`config.mk`:
```
export PLATFORM = sky130hd
export DESIGN_NAME = cmd_serializer
export DESIGN_NICKNAME = d
export VERILOG_FILES = /design/src/rtl/cmd_pkg.sv /design/src/rtl/cmd_serializer_sclk_tick.sv /design/src/rtl/cmd_serializer.sv
export SDC_FILE = /design/constraint.sdc
export NUM_CORES = 1
export LEC_CHECK = 0
export ABC_AREA = 1
export BUFFER_PORTS_ARGS = -buffer_cell sky130_fd_sc_hd__buf_2
export CORE_MARGIN = 2
export CORE_UTILIZATION = 58
export CTS_BUF_LIST = sky130_fd_sc_hd__clkbuf_4 sky130_fd_sc_hd__clkbuf_8
export DETAILED_ROUTE_END_ITERATION = 10
export PLACE_DENSITY = 0.81
export REMOVE_ABC_BUFFERS = 1
export SLEW_MARGIN = 20
export SYNTH_ARGS = -nofsm -noshare
export SYNTH_HDL_FRONTEND = slang
export SYNTH_SLANG_ARGS = --single-unit
```
`constraint.sdc`:
```
create_clock -name CLK -period 1.65 [get_ports CLK]
set_input_delay 0 -clock CLK [delete_from_list [all_inputs] [get_ports CLK]]
set_output_delay 0 -clock CLK [all_outputs]
set_load 0.02 [all_outputs]
```
`src/rtl/cmd_pkg.sv`:
```
// Shared types and helpers for the command serializer.
// Optional odd-parity bit enabled by CMD_SERIALIZER_PARITY_EN.
package cmd_pkg;

  localparam int unsigned CMD_W = 16;

`ifdef CMD_SERIALIZER_PARITY_EN
  localparam int unsigned N_BITS = CMD_W + 1;
`else
  localparam int unsigned N_BITS = CMD_W;
`endif

  typedef enum logic [2:0] {
    IDLE,
    SETUP,
    SHIFT,
    HOLD,
    DONE
  } state_e;

  // Bit that makes the total count of ones over {word, bit} odd.
  function automatic logic odd_parity(input logic [CMD_W-1:0] word);
    return ~^word;
  endfunction

endpackage

```
`src/rtl/cmd_serializer_sclk_tick.sv`:
```
// Half-period tick generator for SCLK; counter held at zero while disabled
// so every entry into the shift phase starts a fresh half-period.
module sclk_tick
  import cmd_pkg::*;
#(
  parameter int unsigned CLK_DIV = 4
) (
  input  logic CLK,
  input  logic RST,
  input  logic en,
  output logic tick_c
);

  localparam int unsigned CNT_W = (CLK_DIV > 1) ? $clog2(CLK_DIV) : 1;
  localparam logic [CNT_W-1:0] CNT_LAST = CNT_W'(CLK_DIV - 1);

  logic [CNT_W-1:0] cnt_q, cnt_d;

  always_comb begin
    cnt_d  = '0;
    tick_c = 1'b0;
    if (en) begin
      tick_c = (cnt_q == CNT_LAST);
      cnt_d  = tick_c ? '0 : cnt_q + CNT_W'(1);
    end
  end

  always_ff @(posedge CLK) begin
    if (!RST) cnt_q <= '0;
    else      cnt_q <= cnt_d;
  end

endmodule

```
`src/rtl/cmd_serializer.sv`:
```
// Serializes a 16-bit command MSB first over CS_N/SCLK/SDATA.
// Define CMD_SERIALIZER_PARITY_EN to append an odd-parity bit after CMD[0].
module cmd_serializer
  import cmd_pkg::*;
#(
  parameter int unsigned CLK_DIV  = 4,
  parameter int unsigned CS_SETUP = 2,
  parameter int unsigned CS_HOLD  = 2
) (
  input  logic              CLK,
  input  logic              RST,
  input  logic              TX_START,
  input  logic [CMD_W-1:0]  CMD,
  output logic              TX_END,
  output logic              BUSY,
  output logic              CS_N,
  output logic              SCLK,
  output logic              SDATA
);

  localparam int unsigned PH_MAX = (CS_SETUP > CS_HOLD) ? CS_SETUP : CS_HOLD;
  localparam int unsigned PH_W   = (PH_MAX > 1) ? $clog2(PH_MAX) : 1;
  localparam int unsigned BIT_W  = $clog2(N_BITS);
  localparam int unsigned SH_W   = N_BITS - 1;

  localparam logic [PH_W-1:0]  SETUP_LAST = PH_W'(CS_SETUP - 1);
  localparam logic [PH_W-1:0]  HOLD_LAST  = PH_W'(CS_HOLD - 1);
  localparam logic [BIT_W-1:0] BIT_LAST   = BIT_W'(N_BITS - 1);

  state_e           state_q, state_d;
  logic [SH_W-1:0]  shift_q, shift_d;
  logic [BIT_W-1:0] bit_q, bit_d;
  logic [PH_W-1:0]  ph_q, ph_d;
  logic             sclk_q, sclk_d;
  logic             sdata_q, sdata_d;
  logic             cs_n_q, cs_n_d;
  logic             tx_end_q, tx_end_d;
  logic             busy_q, busy_d;
  logic             tick_c;

  sclk_tick #(
    .CLK_DIV (CLK_DIV)
  ) u_tick (
    .CLK    (CLK),
    .RST    (RST),
    .en     (state_q == SHIFT),
    .tick_c (tick_c)
  );

  // Shift register holds the bits still to be sent after the one on SDATA.
  always_comb begin
    state_d  = state_q;
    shift_d  = shift_q;
    bit_d    = bit_q;
    ph_d     = ph_q;
    sclk_d   = sclk_q;
    sdata_d  = sdata_q;
    cs_n_d   = cs_n_q;
    tx_end_d = 1'b0;
    busy_d   = (state_q != IDLE);

    unique case (state_q)
      IDLE: begin
        if (TX_START) begin
`ifdef CMD_SERIALIZER_PARITY_EN
          shift_d = {CMD[CMD_W-2:0], odd_parity(CMD)};
`else
          shift_d = CMD[CMD_W-2:0];
`endif
          sdata_d = CMD[CMD_W-1];
          cs_n_d  = 1'b0;
          ph_d    = '0;
          bit_d   = '0;
          state_d = SETUP;
        end
      end

      SETUP: begin
        if (ph_q == SETUP_LAST) begin
          ph_d    = '0;
          state_d = SHIFT;
        end else begin
          ph_d = ph_q + PH_W'(1);
        end
      end

      // Data advances only on the falling SCLK edge.
      SHIFT: begin
        if (tick_c) begin
          if (!sclk_q) begin
            sclk_d = 1'b1;
          end else begin
            sclk_d = 1'b0;
            if (bit_q == BIT_LAST) begin
              bit_d   = '0;
              state_d = HOLD;
            end else begin
              bit_d   = bit_q + BIT_W'(1);
              sdata_d = shift_q[SH_W-1];
              shift_d = shift_q << 1;
            end
          end
        end
      end

      HOLD: begin
        if (ph_q == HOLD_LAST) begin
          ph_d    = '0;
          cs_n_d  = 1'b1;
          state_d = DONE;
        end else begin
          ph_d = ph_q + PH_W'(1);
        end
      end

      DONE: begin
        tx_end_d = 1'b1;
        sdata_d  = 1'b0;
        shift_d  = '0;
        state_d  = IDLE;
      end

      default: state_d = IDLE;
    endcase
  end

  always_ff @(posedge CLK) begin
    if (!RST) begin
      state_q  <= IDLE;
      shift_q  <= '0;
      bit_q    <= '0;
      ph_q     <= '0;
      sclk_q   <= 1'b0;
      sdata_q  <= 1'b0;
      cs_n_q   <= 1'b1;
      tx_end_q <= 1'b0;
      busy_q   <= 1'b0;
    end else begin
      state_q  <= state_d;
      shift_q  <= shift_d;
      bit_q    <= bit_d;
      ph_q     <= ph_d;
      sclk_q   <= sclk_d;
      sdata_q  <= sdata_d;
      cs_n_q   <= cs_n_d;
      tx_end_q <= tx_end_d;
      busy_q   <= busy_d;
    end
  end

  assign TX_END = tx_end_q;
  assign BUSY   = busy_q;
  assign CS_N   = cs_n_q;
  assign SCLK   = sclk_q;
  assign SDATA  = sdata_q;

endmodule

```
==> impl_metrics.csv <==
group,metric,value,unit
power_and_ir_drop,ir_drop,1.27,mV
run_status,outcome,"completed",
cts,h-tree-depth,2,
yosys,ys_top_cells_by_area,"dfxtp_1, nand2_1, nor2_1",
setup_path,crit_required,1.88,ns
power_and_ir_drop,p_total,2.83,mW
grt,antenna_found_initial,0,
grt,gr-total-overflow,0,
sta,rsz0062_at_grt,"no",
finish,utilization,67.5,%
sta,skew,0.00409,ns
yosys,syn_area,0.00151,mm^2
yosys,yosys.area.top_type,"dfxtp_1",
floorplan,io_pins,24,
placed_design,dpl.hpwl,1.91,mm
cts,post_cts_buffers,0,
grt,grt_pass1_vias,1083,
floorplan,die_height,55.0,um
cts,ctsHoldBuffers,0,
yosys,ys_ff_latch,30,
setup_path,critPathLaunchType,"flop",
sta,fmax,692,MHz
sta,min_period,1.44,ns
sta,finalHoldViolations,0,
detailed_routing,routed_wl,2.84,mm
floorplan,core,0.00248,mm^2
grt,grt_max_degree,31,
setup_path,critPathCaptureType,"flop",
yosys,syn_area_per_cell,6.56,um^2
floorplan,rows,18,
placed_design,port_buffers,23,
sta,slew_headroom,72.6,%
sta,worst_pin_slew,0.411,ns
finish,nets,273,
finish,num_antenna_cells,0,
finish,syn_to_final_growth,11.0,%
sta,finalCritPeriodShare,87.5,%
setup_path,critPathMaxFanout,30,
yosys,synth_top_area_share,39.8,%
floorplan,dieArea,0.00302,mm^2
job,maxCapViolCount,0,
cts,tritoncts,"yes",
yosys,ys_warn_count,0,
setup_path,crit_arrival,1.68,ns
sta,setup-tns-final,0,ns
yosys,ys_seq_area_share,39.8,%
yosys,yosysUniqueCellTypes,23,
yosys,synthCells,230,
sta,finalMaxSlewViolations,0,
floorplan,die_x,55.0,um
cts,worstSkewPairLatency,0.33,ns
detailed_routing,ant_nets,0,
detailed_routing,drt_first_pass_iters,4,
sta,finalSetupViolCount,0,
detailed_routing,post_drt_wl_per_cell,10.1,um
cts,cts.repair.resized,0,
sta,timing.hold.ws,0.0278,ns
detailed_routing,drt_iter0_drc,25,
cts,cts.sinks,30,
cts,cts_made_buffers,5,
cts,clock_path_buffers,2,
detailed_routing,drc,0,
grt,grt_pass1_wl,4.42,mm
power_and_ir_drop,power_density,1690,mW/mm^2
placed_design,gp_routability_congestion,0.846,
grt,grt_usage,20.8,%
cts,cts_root_buffer,"clkbuf_4",
detailed_routing,vias,1361,
cts,clk_pin_slew,0.09,ns
power_and_ir_drop,p_leak,0.873,nW
floorplan,initial_utilization,60.9,%
setup_path,path_class,"reg -> reg",
detailed_routing,vias_per_cell,4.83,
min_path,hp-class,"in -> reg",
finish,layout-drive-gt1-share,16.3,%
## critical path, stage by stage, from the launching register on
cell and delay (ns):
dfxtp_1 0.40, ha_1 0.19, nand2_1 0.07, nor2_1 0.12, inv_1 0.06, nand2_2 0.09
nand2_4 0.08, nand2_8 0.16, nand2_1 0.08, nand2_1 0.06, nor2_1 0.04
## synthesized netlist by cell type
| cell type | count |
|---|---|
| nand2_1 | 49 |
| nor2_1 | 48 |
| dfxtp_1 | 30 |
| inv_1 | 29 |
| nand3_1 | 25 |
| o21ai_0 | 15 |
| a21oi_1 | 6 |
| buf_2 | 3 |
| nand2_2 | 3 |
| buf_4 | 2 |
| buf_6 | 2 |
| clkbuf_1 | 2 |
| ha_1 | 2 |
| inv_2 | 2 |
| nand2_4 | 2 |
| nand4_1 | 2 |
| o211ai_1 | 2 |
| buf_1 | 1 |
| nand3b_1 | 1 |
| nor2_2 | 1 |
| nor2_4 | 1 |
| nor3_1 | 1 |
| xor2_1 | 1 |
## state kept, by name, summed over array words and instances (netlist names)
signal	cells
shift_q	15
state_q	3
CS_N	1
SDATA	1
BUSY	1
TX_END	1
ph_q	1
u_tick.cnt_q	2
bit_q	4
SCLK	1
## cell type report
class | instances | area [um^2]
clock buffer | 7 | 52.6
fill | 237 | 805
inverter | 31 | 116
multi-input combinational | 159 | 736
sequential | 30 | 601
tap | 30 | 37.5
timing repair buffer | 25 | 130
## report_power, final
group / total, mW / switching [mW] / internal [mW]
combinational: 1.34 / 0.879 / 0.459
clock: 0.436 / 0.243 / 0.193
sequential: 1.06 / 0.117 / 0.939
## final timing paths
path                                            startpoint                    endpoint  slack, ns  cells past startpoint
worst min register to register  u_tick.cnt_q[0]$_SDFF_PP0_  u_tick.cnt_q[0]$_SDFF_PP0_       0.43                      1
worst max-delay path                 bit_q[0]$_SDFFE_PN0P_     shift_q[6]$_SDFFE_PN0P_       0.21                     10
worst max register to register       bit_q[0]$_SDFFE_PN0P_     shift_q[6]$_SDFFE_PN0P_       0.21                     10
worst min-delay path                                CMD[1]     shift_q[1]$_SDFFE_PN0P_       0.03                      5
## layer usage
metal	up-vias	share of wire, %	global-route usage [%]
met2	29	42	29.8
li1	757	-	-
met3	8	4.1	5.65
met4	0	2.5	11.0
met1	567	51	28.5
met5	-	0	0
## placed cells by master, fill, tap and decap left out
cell type,count
nand2_1,49
ha_1,2
dfxtp_1,30
buf_2,23
nor2_2,1
o21ai_0,15
nor2_1,48
inv_1,29
o211ai_1,2
a21oi_1,6
nand2_4,1
nor2_4,1
nand3b_1,1
nand2_2,3
clkbuf_4,7
nor3_1,1
inv_2,2
nand2_8,1
xor2_1,1
nand3_1,25
buf_4,2
nand4_1,2
## through the flow
step	setup slack (ns)	cell area, um^2	cells
global placement	0.175	1610	275
floorplan	0.180	1440	220
global route	0.0333	1670	282
finish	0.206	1670	282
detailed placement	0.150	1610	275
CTS	0.123	1660	282
## logic make-up after synthesis
logic type,after synthesis,synth area share [%]
DFF,30,39.8
adders and majority gates,2,1.66
and+or+nand+nor,133,38.0
buffers and inverters,41,11.9
xor gates and xnor gates,1,0.581
AOI/OAI and AO/OA,23,7.97
Power figures use the tool's default switching activity.
